===== src/rtl/pipe_if_stage.sv =====
// Instruction-fetch stage: owns the PC, fetches words over a req/ack port of
// arbitrary latency and presents one registered instruction to decode.
module pipe_if_stage #(
    parameter logic [31:0] RESET_PC = 32'h0000_0000,
    parameter logic [31:0] NOP_INST = 32'h0000_0000
) (
    input  logic        clk,
    input  logic        clrn,
    input  logic        IFwip,
    input  logic        redirect,
    input  logic [31:0] redirect_pc,
    output logic        imem_req,
    output logic [31:0] imem_addr,
    input  logic        imem_ack,
    input  logic [31:0] imem_rdata,
    output logic [31:0] IFinst,
    output logic        IFvalid,
    output logic [31:0] IFpc
);

    typedef enum logic [1:0] {
        IDLE = 2'd0,
        WAIT = 2'd1,
        DROP = 2'd2
    } fetch_state_t;

    fetch_state_t state;
    logic [31:0]  pc;
    logic [31:0]  issue_addr;
    logic [31:0]  target_pc;
    logic         consume;
    logic         space;
    logic         load;

    assign consume   = IFvalid & IFwip;
    assign space     = ~IFvalid | IFwip;
    assign target_pc = redirect_pc & ~32'h0000_0003;

    always_comb begin
        imem_req = 1'b0;
        case (state)
            IDLE:    imem_req = space & ~redirect;
            WAIT:    imem_req = 1'b1;
            DROP:    imem_req = 1'b1;
            default: imem_req = 1'b0;
        endcase
        imem_req = imem_req & clrn;
    end

    // DROP keeps presenting the abandoned address because pc already holds
    // the redirect target.
    assign imem_addr = (state == DROP) ? issue_addr : pc;

    assign load = imem_ack & ~redirect &
                  (((state == IDLE) & space) | (state == WAIT));

    always_ff @(posedge clk or negedge clrn) begin
        if (!clrn) begin
            state      <= IDLE;
            pc         <= RESET_PC;
            issue_addr <= RESET_PC;
        end else begin
            case (state)
                IDLE: begin
                    if (redirect) begin
                        pc <= target_pc;
                    end else if (space) begin
                        issue_addr <= pc;
                        if (imem_ack) begin
                            pc <= pc + 32'd4;
                        end else begin
                            state <= WAIT;
                        end
                    end
                end
                WAIT: begin
                    if (redirect) begin
                        pc    <= target_pc;
                        state <= imem_ack ? IDLE : DROP;
                    end else if (imem_ack) begin
                        pc    <= pc + 32'd4;
                        state <= IDLE;
                    end
                end
                DROP: begin
                    if (redirect) begin
                        pc <= target_pc;
                    end
                    if (imem_ack) begin
                        state <= IDLE;
                    end
                end
                default: state <= IDLE;
            endcase
        end
    end

    always_ff @(posedge clk or negedge clrn) begin
        if (!clrn) begin
            IFinst  <= NOP_INST;
            IFvalid <= 1'b0;
            IFpc    <= '0;
        end else if (redirect) begin
            IFinst  <= NOP_INST;
            IFvalid <= 1'b0;
        end else if (load) begin
            IFinst  <= imem_rdata;
            IFvalid <= 1'b1;
            IFpc    <= pc;
        end else if (consume) begin
            IFinst  <= NOP_INST;
            IFvalid <= 1'b0;
        end
    end

endmodule

===== config.mk =====
export PLATFORM = sky130hd
export DESIGN_NAME = pipe_if_stage
export DESIGN_NICKNAME = d
export VERILOG_FILES = /design/src/rtl/pipe_if_stage.sv
export SDC_FILE = /design/constraint.sdc
export NUM_CORES = 1
export LEC_CHECK = 0
export CORE_MARGIN = 10
export CORE_UTILIZATION = 54
export CTS_CLUSTER_DIAMETER = 120
export DETAILED_ROUTE_END_ITERATION = 16
export DONT_BUFFER_PORTS = 1
export PLACE_DENSITY = 0.73
export SLEW_MARGIN = 20
export SYNTH_ARGS = -nofsm -noshare
export SYNTH_HDL_FRONTEND = slang
export SYNTH_SLANG_ARGS = --single-unit

===== constraint.sdc =====
create_clock -name clk -period 3.3 [get_ports clk]
set_clock_uncertainty 0.15 [all_clocks]
set_input_delay 0.66 -clock clk [delete_from_list [all_inputs] [get_ports clk]]
set_output_delay 0.66 -clock clk [all_outputs]
set_load 0.05 [all_outputs]

== Word-level counts from Yosys, hierarchy flattened ==
Cells that the tools add are included.
Word-level totals
  register bits: 131
  bits of input ports: 69
  output and inout bits: 98
  word-level logic and storage cells: 53
Operators by class
  add/sub/neg operators: 1
  eq/ne operators: 7
  multiplexer cells: 21
  bitwise logic cells: 10
  reduce and logical (&&, ||, !) cells: 8
Operators with widths (count)
  32-bit 2-to-1 mux: 9
  32-bit case mux with 3 select lines: 1
  32-bit by 3-bit adder with 32-bit output (second input constant): 1
  2-bit 2-to-1 mux: 6
  3-bit AND reduction: 3
  2-bit inequality test (second input constant): 4
  1-bit AND: 6
  2-bit case mux with 3 select lines: 1
  3-bit nonzero test: 2
  1-bit 2-to-1 mux: 3
  3-bit inequality test (second input constant): 1
  2-bit by 1-bit equality test with 1-bit output (second input constant): 1
  2-bit equality test (second input constant): 1
  2-bit logical NOT: 1
  1-bit NOT: 2
  1-bit bitwise OR: 2
  1-bit case mux with 2 select lines: 1
  2-bit AND reduction: 1
  2-bit OR reduction: 1

== Depth between registers and ports, before layout ==
Gate-level depths: netlist (run 1).
  word-level depth: 7
  gate-level depth with buffers: 9
  depth with buffers taken out: 7

== Worst setup path after synthesis (run 1) ==
No wires, ideal clock.
  kind: register -> output
  start point: register state[0]
  end point: output port imem_addr[26]
  arrival time: 2.244 ns
  path slack: 0.246 ns
  stages on the path, launching flop included: 6
  cell sequence: dfrtp_1 > inv_1 > ha_1 > buf_1 > buf_1 > o21ai_0
Between the ends
  word-level cells in the longest chain between the ends: 2
RTL lines
  start: declaration: line 27  | fetch_state_t state;
  start signal: assignment: line 79  | state <= imem_ack ? IDLE : DROP;
  2-bit equality test: line 52  | assign imem_addr = (state == DROP) ? issue_addr : pc;
  32-bit 2-to-1 mux: line 52
  end: declaration: line 13  | output logic [31:0] imem_addr,
Every way passes these cells.

== Worst setup path after layout (run 1) ==
  start point: register state[0]
  end point: output port imem_addr[24]
The elaborated chain is that of the path after synthesis.

==> results.json, run 1 <==
{
  "outcome": "finished, violations left",
  "violations": "hold timing",
  "post-cts-setup-buffer-count": 0,
  "stdcell_count": 661,
  "fin_crit_sh_pct": 92.8,
  "vias_per_cell": 6.43,
  "avgRoutedWirePerCell_um": 23.1,
  "start_util_pct": 55.6,
  "ys_async_sr_fraction_pct": 100,
  "vdd_drop_max_uv": 751,
  "syn_inst": 524,
  "hold_ws_ns": -0.313,
  "clkTransAtPathRegs_ns": 0.06,
  "row_count": 38,
  "yosysSeqAreaShare_pct": 51.7,
  "r2r_cells": 7,
  "layout.cell_area.non_filler_mm2": 0.00672,
  "ctsHtreeMaxLevel": 4,
  "synthFlopType": "dfrtp_1",
  "crit_path_end_kind": "primary output",
  "ys_top_cells_by_area": "dfrtp_1 52%, mux2_2 11%, mux2_1 5.0%",
  "switchingPower_uw": 4200,
  "syn_avg_cell_area_um2": 11.5,
  "ys_ff_latch": 125,
  "slowest_stage": "ha_4",
  "place_ws_ns": 0.477,
  "yosysMostFrequentCell": "dfrtp_1",
  "drive_gt1_share_pct": 21.3,
  "placed_area_mm2": 0.00612,
  "cts_tree": "built",
  "synth_cell_types": 57,
  "die_x_um": 126,
  "leakage_uw": 0.00282,
  "pwr-share-comb_pct": 35.1,
  "critPathMaxFanout": 38,
  "maxCapViolCount": 0,
  "hp-class": "input pin to asynchronous set/reset pin",
  "io_pins": 167,
  "setup_viol_count_final": 0,
  "switching_share_pct": 48.8,
  "drc_errors": 0,
  "post-route-min-period_ns": 3.06,
  "yosys.area.top_type": "dfrtp_1",
  "relSlewSlack_pct": 30.6,
  "diodes": 0,
  "clockBufferDepth": 2,
  "grt_pass1_wl_um": 24400,
  "cp_slowest_stage_delay_ns": 0.54,
  "power_frac_seq_pct": 43.9,
  "clk_latency_ns": 0.52,
  "intPower_uw": 4410,
  "dp.cells": 631,
  "finalWirelength_um": 15300,
  "die_h_um": 126,
  "dp_hpwl_um": 10600,
  "gr-total-overflow": 0,
  "place.gp.congestion": 0.798,
  "vias": 4248,
  "rsz0062_at_grt": "false",
  "grt_max_degree": 127,
  "tightest_slew_ns": 1.04,
  "clock-sinks": 125,
  "start_kind": "register",
  "fin_ws_ns": 0.239,
  "synth.top_cell.area_share_pct": 51.7,
  "antenna_found_initial": 0,
  "drv_slew": 0,
  "clockPowerShare_pct": 21.0,
  "cp_cell_sequence": "inv_1 > ha_4 > nor2b_1 > a21o_1",
  "antenna_left": 0,
  "p_per_area_mw_per_mm2": 1280,
  "nets": 584,
  "setup_tns_ns": 0,
  "synth_edf_count": 0,
  "grt_pass1_vias": 4388,
  "clockRootBuffer": "clkbuf_8",
  "yosysWarnings": 0,
  "hold_viol": 125,
  "required_ns": 2.49,
  "synth_commonest_cells": "125 x dfrtp_1, 58 x mux2_2, 34 x a21oi_1",
  "cts_buffers": 17,
  "track_usage_pct": 19.2,
  "fmax_ghz": 0.327,
  "crit_type": "register to primary output",
  "arrival_ns": 2.25,
  "port_buffers": 0,
  "core_area_mm2": 0.0109,
  "dr.pass1.iters": 5,
  "syn_area_mm2": 0.00605,
  "syn_to_final_growth_pct": 11.0,
  "dieArea_mm2": 0.0158,
  "drtIter0Drc": 404
}
[final cells by class]
class                      instances  area [um2]
clock buffer                      24         500
multi-input combinational        349        2730
timing repair buffer              11        82.6
clock inverter                     6        82.6
fill                             859        4170
tap                              140         175
inverter                           6        22.5
sequential                       125        3130
[metrics by stage]
step,hold slack [ns],utilization (%),total power (uW)
3_5_place_dp,0.220,56.3,6840
3_3_place_gp,0.219,56.3,6680
6_report,-0.313,61.7,8610
4_1_cts,-0.347,61.7,8690
2_1_floorplan,0.214,-,6230
5_1_grt,-0.352,61.7,9080
[worst max-delay path, delay by kind of cell (launching register included)]
family	cells	cell delay, ns
AOI/OAI and AO/OA	1	0.38
adders and majority gates	1	0.54
buffers and inverters	1	0.18
DFF	1	0.41
and+or+nand+nor	1	0.19
[sequential cells by signal (all words and copies together), names as in the netlist]
signal      count
issue_addr     30
IFpc           30
state           2
IFinst         32
IFvalid         1
pc             30
[worst paths after layout]
check,from,endpoint,slack [ns]
max in group asynchronous,clrn,pc[9]$_DFFE_PN0P_,3.08
setup reg to reg,state[1]$_DFFE_PN0P_,pc[14]$_DFFE_PN0P_,0.72
min in group clk,redirect,IFvalid$_DFFE_PN0P_,0.09
setup / recovery,state[0]$_DFFE_PN0P_,imem_addr[24],0.24
hold reg to reg,issue_addr[28]$_DFFE_PN0P_,issue_addr[28]$_DFFE_PN0P_,0.33
hold / removal,clrn,IFpc[9]$_DFFE_PN0P_,-0.31
[power by group through the flow]
| stage | clock network [uW] | logic, uW | registers, uW |
|---|---|---|---|
| 2_1_floorplan | 0 | 2770 | 3470 |
| 3_5_place_dp | 0 | 3030 | 3810 |
| 4_1_cts | 1850 | 3050 | 3790 |
| 3_3_place_gp | 0 | 2930 | 3750 |
| 5_1_grt | 1920 | 3260 | 3900 |
| 6_report | 1810 | 3020 | 3780 |
[cells in the final DEF (no fill, tap or decap), types with 4 or more instances in the layout]
cell type  instances
inv_1              5
o21ai_0           12
nand4_1           14
o22ai_1           16
and4_1             4
mux2i_1            5
mux2_1            27
a2bb2oi_1          9
nand2_1           33
and3_1             8
mux2_2            58
ha_1               4
o22a_1             4
a21oi_1           34
nor2_1            18
dfrtp_1          125
a22o_1            32
nand3_1           11
a31oi_1            4
buf_4             11
clkbuf_8           7
conb_1             4
clkbuf_16         16
[metal layers]
metal | global-route usage, % | up-vias | part of all wire (%)
met5 | 0 | - | 0
met4 | 7.43 | 0 | 0.98
met3 | 8.43 | 13 | 9.2
met2 | 30.2 | 153 | 49
met1 | 22.6 | 2159 | 41
li1 | - | 1923 | -
[timing repair]
action                                  CTS  global route
endpoints found under the setup margin   28             0
resized for setup                         1             0
endpoints found under the hold margin   125           125
[kinds of logic after synthesis]
group	share of synthesized area [%]
buffers and inverters	4.20
AND/OR/NAND/NOR	11.1
multiplexers	16.6
adder cells (fa/ha/maj)	1.03
other	0.0620
AO/OA/AOI/OAI	15.2
flip-flops	51.7
(Power assumes the default switching activity.)
==> run 2, diff against run 1 <==
CORE_UTILIZATION = 25   (was 54)
PLACE_DENSITY = 0.42   (was 0.73)
==> run 2 against run 1 <==
- the flow still finishes with violations (hold timing)
- utilization fell by 32 points
- clock power rose by 17%
- maximum frequency is 0.67% lower
- sequential power about the same
==> results.json, run 2 (synthesis results as in run 1) <==
{
  "p_per_area_mw_per_mm2": 1270,
  "track_usage_pct": 11.7,
  "cts_resized": 0,
  "syn_to_final_growth_pct": 17.1,
  "avgRoutedWirePerCell_um": 21.4,
  "stdcell_count": 848,
  "clockRootBuffer": "clkbuf_16",
  "die_h_um": 176,
  "gr-total-overflow": 0,
  "crit_path_end_kind": "primary output",
  "drive_gt1_share_pct": 22.4,
  "port_buffers": 0,
  "rr_startpoint": "state[0]$_DFFE_PN0P_",
  "rsz0062_at_grt": "false",
  "cts_tree": "built",
  "ctsHtreeMaxLevel": 4,
  "clock-sinks": 125,
  "finalWirelength_um": 18200,
  "maxCapViolCount": 0,
  "post-cts-setup-buffer-count": 0,
  "final_cell_mix": "125 x dfrtp_1, 58 x mux2_2, 34 x a21oi_1, 33 x nand2_1, 32 x a22o_1",
  "hold_ws_ns": -0.219,
  "largest_reg_flops": 32,
  "vias_per_cell": 4.97,
  "start_kind": "register",
  "clockBufferDepth": 2,
  "violations": "hold timing",
  "required_ns": 2.49,
  "cp-startpoint": "state[0]$_DFFE_PN0P_",
  "vias": 4212,
  "leakage_uw": 0.00288,
  "row_count": 56,
  "cts_buffers": 17,
  "post-route-min-period_ns": 3.08,
  "critPathMaxFanout": 22,
  "place.gp.congestion": 0.725,
  "relSlewSlack_pct": 58.3,
  "fillers": 2427,
  "vdd_drop_max_uv": 453,
  "drtIter0Drc": 217,
  "setup_tns_ns": 0,
  "dp.cells": 814,
  "io_pins": 167,
  "core_area_mm2": 0.0236,
  "final_common_cell": "dfrtp_1",
  "grt_pass1_vias": 4371,
  "dieArea_mm2": 0.0308,
  "outcome": "finished, violations left",
  "nets": 588,
  "antenna_found_initial": 3,
  "hold_viol": 125,
  "crit_type": "register to primary output",
  "start_util_pct": 25.6,
  "drv_slew": 0,
  "regMostFlops": "IFinst",
  "fin_crit_sh_pct": 93.4,
  "hp-class": "input pin to asynchronous set/reset pin",
  "grt_pass1_wl_um": 27500,
  "grt_max_degree": 127,
  "die_x_um": 176,
  "setup_viol_count_final": 0,
  "arrival_ns": 2.27,
  "antenna_left": 0,
  "dr.pass1.iters": 4,
  "dp_hpwl_um": 13000,
  "clkTransAtPathRegs_ns": 0.06,
  "drc_errors": 0,
  "fmax_ghz": 0.324,
  "clk_latency_ns": 0.42,
  "tightest_slew_ns": 0.621
}
## run 2: cell types whose count changed in the layout (fill, tap and decap cells not counted), moves of 2 or more
cell       change
buf_12         +3
bufinv_16      +3
clkbuf_8       -5
clkinv_2       -2
clkinv_4       +5
diode_2        +2
## run 2: per-stage QoR
stage               utilization (%)  power [uW]  setup WS (ns)  cell area, um2
detailed placement             27.2        6980          0.642            6420
CTS                            30.0        9150          0.191            7080
finish                         30.0        9010          0.218            7090
floorplan                         -        6230          0.246            6060
global route                   30.0        9520          0.100            7090
global placement               27.2        6890          0.694            6420
## run 2: worst max-delay path: stages (launching register included)
cell and delay [ns]:
dfrtp_1 0.41, inv_1 0.12, ha_2 0.55, buf_12 0.27
mux2_2 0.48
## run 2: worst paths after layout
check,depth (start not counted),end,slack [ns]
min,0,IFinst[3]$_DFFE_PN0P_,-0.22
max reg2reg,8,pc[14]$_DFFE_PN0P_,0.66
min in group clk,1,IFvalid$_DFFE_PN0P_,0.19
max in group asynchronous,0,IFinst[29]$_DFFE_PN0P_,3.05
max,4,imem_addr[8],0.22
min reg2reg,2,issue_addr[26]$_DFFE_PN0P_,0.33
## run 2: power by group
group | switching [uW] | total (uW) | internal (uW)
logic | 2020 | 3140 | 1120
clock network | 737 | 2120 | 1380
registers | 1600 | 3750 | 2150
## run 2: layer usage
layer | track usage [%] | vias up | part of all wire, %
li1 | - | 1928 | -
met3 | 4.50 | 21 | 6.5
met4 | 4.98 | 2 | 2.4
met1 | 13.4 | 2150 | 41
met2 | 18.9 | 111 | 50
met5 | 0 | - | 0.072
## run 2: final cells by class
type                       count  area [um2]  area share (%)
antenna                        2        5.00          0.0706
clock buffer                  19         453            6.39
clock inverter                13         214            3.02
inverter                       6        22.5           0.318
multi-input combinational    349        2720            38.3
sequential                   125        3130            44.1
tap                          319         399            5.63
timing repair buffer          15         150            2.12
==> run 3, diff against run 2 <==
PLACE_DENSITY = not set   (was 0.42)
==> run 3 against run 2 <==
- register-to-register slack better by 0.05 ns
- largest power group unchanged
- power decreased by 3.1%
- global-route usage is 0.33 points lower
- first-iteration DRC count stayed put
- utilization decreased by 0.45 points
- hold slack better by 0.013 ns
- largest cell class unchanged
- combinational power fell by 2%
- via count decreased by 2.8%
- sequential cell count is the same
- design area fell by 1.5%
- the flow still finishes with violations (hold timing)
- count of clock-buffer cells in the layout is 5 higher
- critical endpoint is now imem_addr[23]
- worst setup slack gained 0.068 ns
==> results.json, run 3 (synthesis results as in run 1) <==
{
  "gr-total-overflow": 0,
  "grt_pass1_vias": 4113,
  "rr_startpoint": "state[1]$_DFFE_PN0P_",
  "relSlewSlack_pct": 37.0,
  "fillers": 2437,
  "worst-path-stages": 4,
  "cts_resized": 0,
  "ctsHtreeMaxLevel": 4,
  "required_ns": 2.49,
  "drv_slew": 0,
  "drtIter0Drc": 217,
  "fmax_ghz": 0.332,
  "drive_gt1_share_pct": 21.6,
  "clkTransAtPathRegs_ns": 0.05,
  "crit_path_end_kind": "primary output",
  "clockBufferDepth": 2,
  "start_util_pct": 25.6,
  "hold_ws_ns": -0.205,
  "regMostFlops": "IFinst",
  "arrival_ns": 2.20,
  "clockRootBuffer": "clkbuf_16",
  "place.gp.congestion": 0.739,
  "port_buffers": 0,
  "io_pins": 167,
  "setup_tns_ns": 0,
  "grt_pass1_wl_um": 26800,
  "hold_viol": 125,
  "hp-class": "input pin to asynchronous set/reset pin",
  "dp_hpwl_um": 12500,
  "clock-sinks": 125,
  "cp_num_buf_inv": 2,
  "track_usage_pct": 11.3,
  "slowest_stage": "ha_2",
  "r2r_cells": 6,
  "tightest_slew_ns": 0.942,
  "avgRoutedWirePerCell_um": 20.9,
  "post-cts-setup-buffer-count": 0,
  "clk_latency_ns": 0.41,
  "final_cell_mix": "125 x dfrtp_1, 58 x mux2_2, 34 x a21oi_1, 33 x nand2_1, 32 x a22o_1",
  "fin_crit_sh_pct": 91.3,
  "vdd_drop_max_uv": 459,
  "cp-startpoint": "state[0]$_DFFE_PN0P_",
  "crit_type": "register to primary output",
  "dp.cells": 812,
  "drc_errors": 0,
  "dieArea_mm2": 0.0308,
  "p_per_area_mw_per_mm2": 1250,
  "start_kind": "register",
  "cp_slowest_stage_delay_ns": 0.49,
  "critPathMaxFanout": 26,
  "finalWirelength_um": 17700,
  "maxCapViolCount": 0,
  "die_x_um": 176,
  "cts_buffers": 17,
  "post-route-min-period_ns": 3.01,
  "antenna_left": 0,
  "nets": 586,
  "die_h_um": 176,
  "stdcell_count": 846,
  "row_count": 56,
  "final_common_cell": "dfrtp_1",
  "vias_per_cell": 4.84,
  "cts_tree": "built",
  "total_power_uw": 8740,
  "syn_to_final_growth_pct": 15.4,
  "rsz0062_at_grt": "false",
  "dr.pass1.iters": 4,
  "core_area_mm2": 0.0236,
  "largest_reg_flops": 32,
  "cp_cell_sequence": "inv_1 > ha_2 > buf_12 > mux2_2",
  "leakage_uw": 0.00284,
  "outcome": "finished, violations left",
  "vias": 4092,
  "antenna_found_initial": 4,
  "violations": "hold timing",
  "setup_viol_count_final": 0,
  "grt_max_degree": 127,
  "critPathTopFamily": "adder cells"
}
## run 3: cell count changes in the layout (fill, tap and decap cells not counted), sizes merged
cell,before,now
clkbuf,19,24
buf,15,13
clkinv,7,6
clkinvlp,2,0
bufinv,5,2
diode,2,3
## run 3: worst paths after layout
check	end	slack (ns)
setup / recovery	imem_addr[23]	0.29
max in group asynchronous	issue_addr[19]$_DFFE_PN0P_	2.96
hold reg to reg	issue_addr[28]$_DFFE_PN0P_	0.33
hold / removal	IFinst[14]$_DFFE_PN0P_	-0.21
min in group clk	IFvalid$_DFFE_PN0P_	0.20
setup reg to reg	pc[8]$_DFFE_PN0P_	0.71
## run 3: where the power goes
group | switching (uW) | internal [uW] | total [uW] | leakage (uW)
Combinational | 1980 | 1100 | 3080 | 0.00104
Sequential | 1630 | 2150 | 3780 | 0.00150
Clock | 672 | 1200 | 1870 | 0.000296
Total | 4280 | 4450 | 8740 | 0.00284
## run 3: through the flow
stage	cell area (um2)	util [%]	worst slack (ns)
floorplan	6060	-	0.246
global placement	6390	27.1	0.699
detailed placement	6390	27.1	0.696
CTS	6980	29.5	0.238
global route	6980	29.5	0.144
finish	6980	29.6	0.286
## run 3: routing by layer
layer  vias up  GRT usage (%)  share of wire, %
li1       1931              -                 -
met1      2060           14.2                45
met2        87           17.8                49
met3        12           4.07               5.5
met4         2           3.60               1.0
met5         -              0             0.040
## run 3: area by class of cell
cell class	instances	area, um2	area share [%]
Antenna cell	3	7.51	0.108
Clock buffer	24	502	7.19
Clock inverter	7	85.1	1.22
Inverter	6	22.5	0.323
Multi-Input combinational cell	349	2720	38.9
Sequential cell	125	3130	44.8
Tap cell	319	399	5.72
Timing Repair Buffer	13	123	1.76
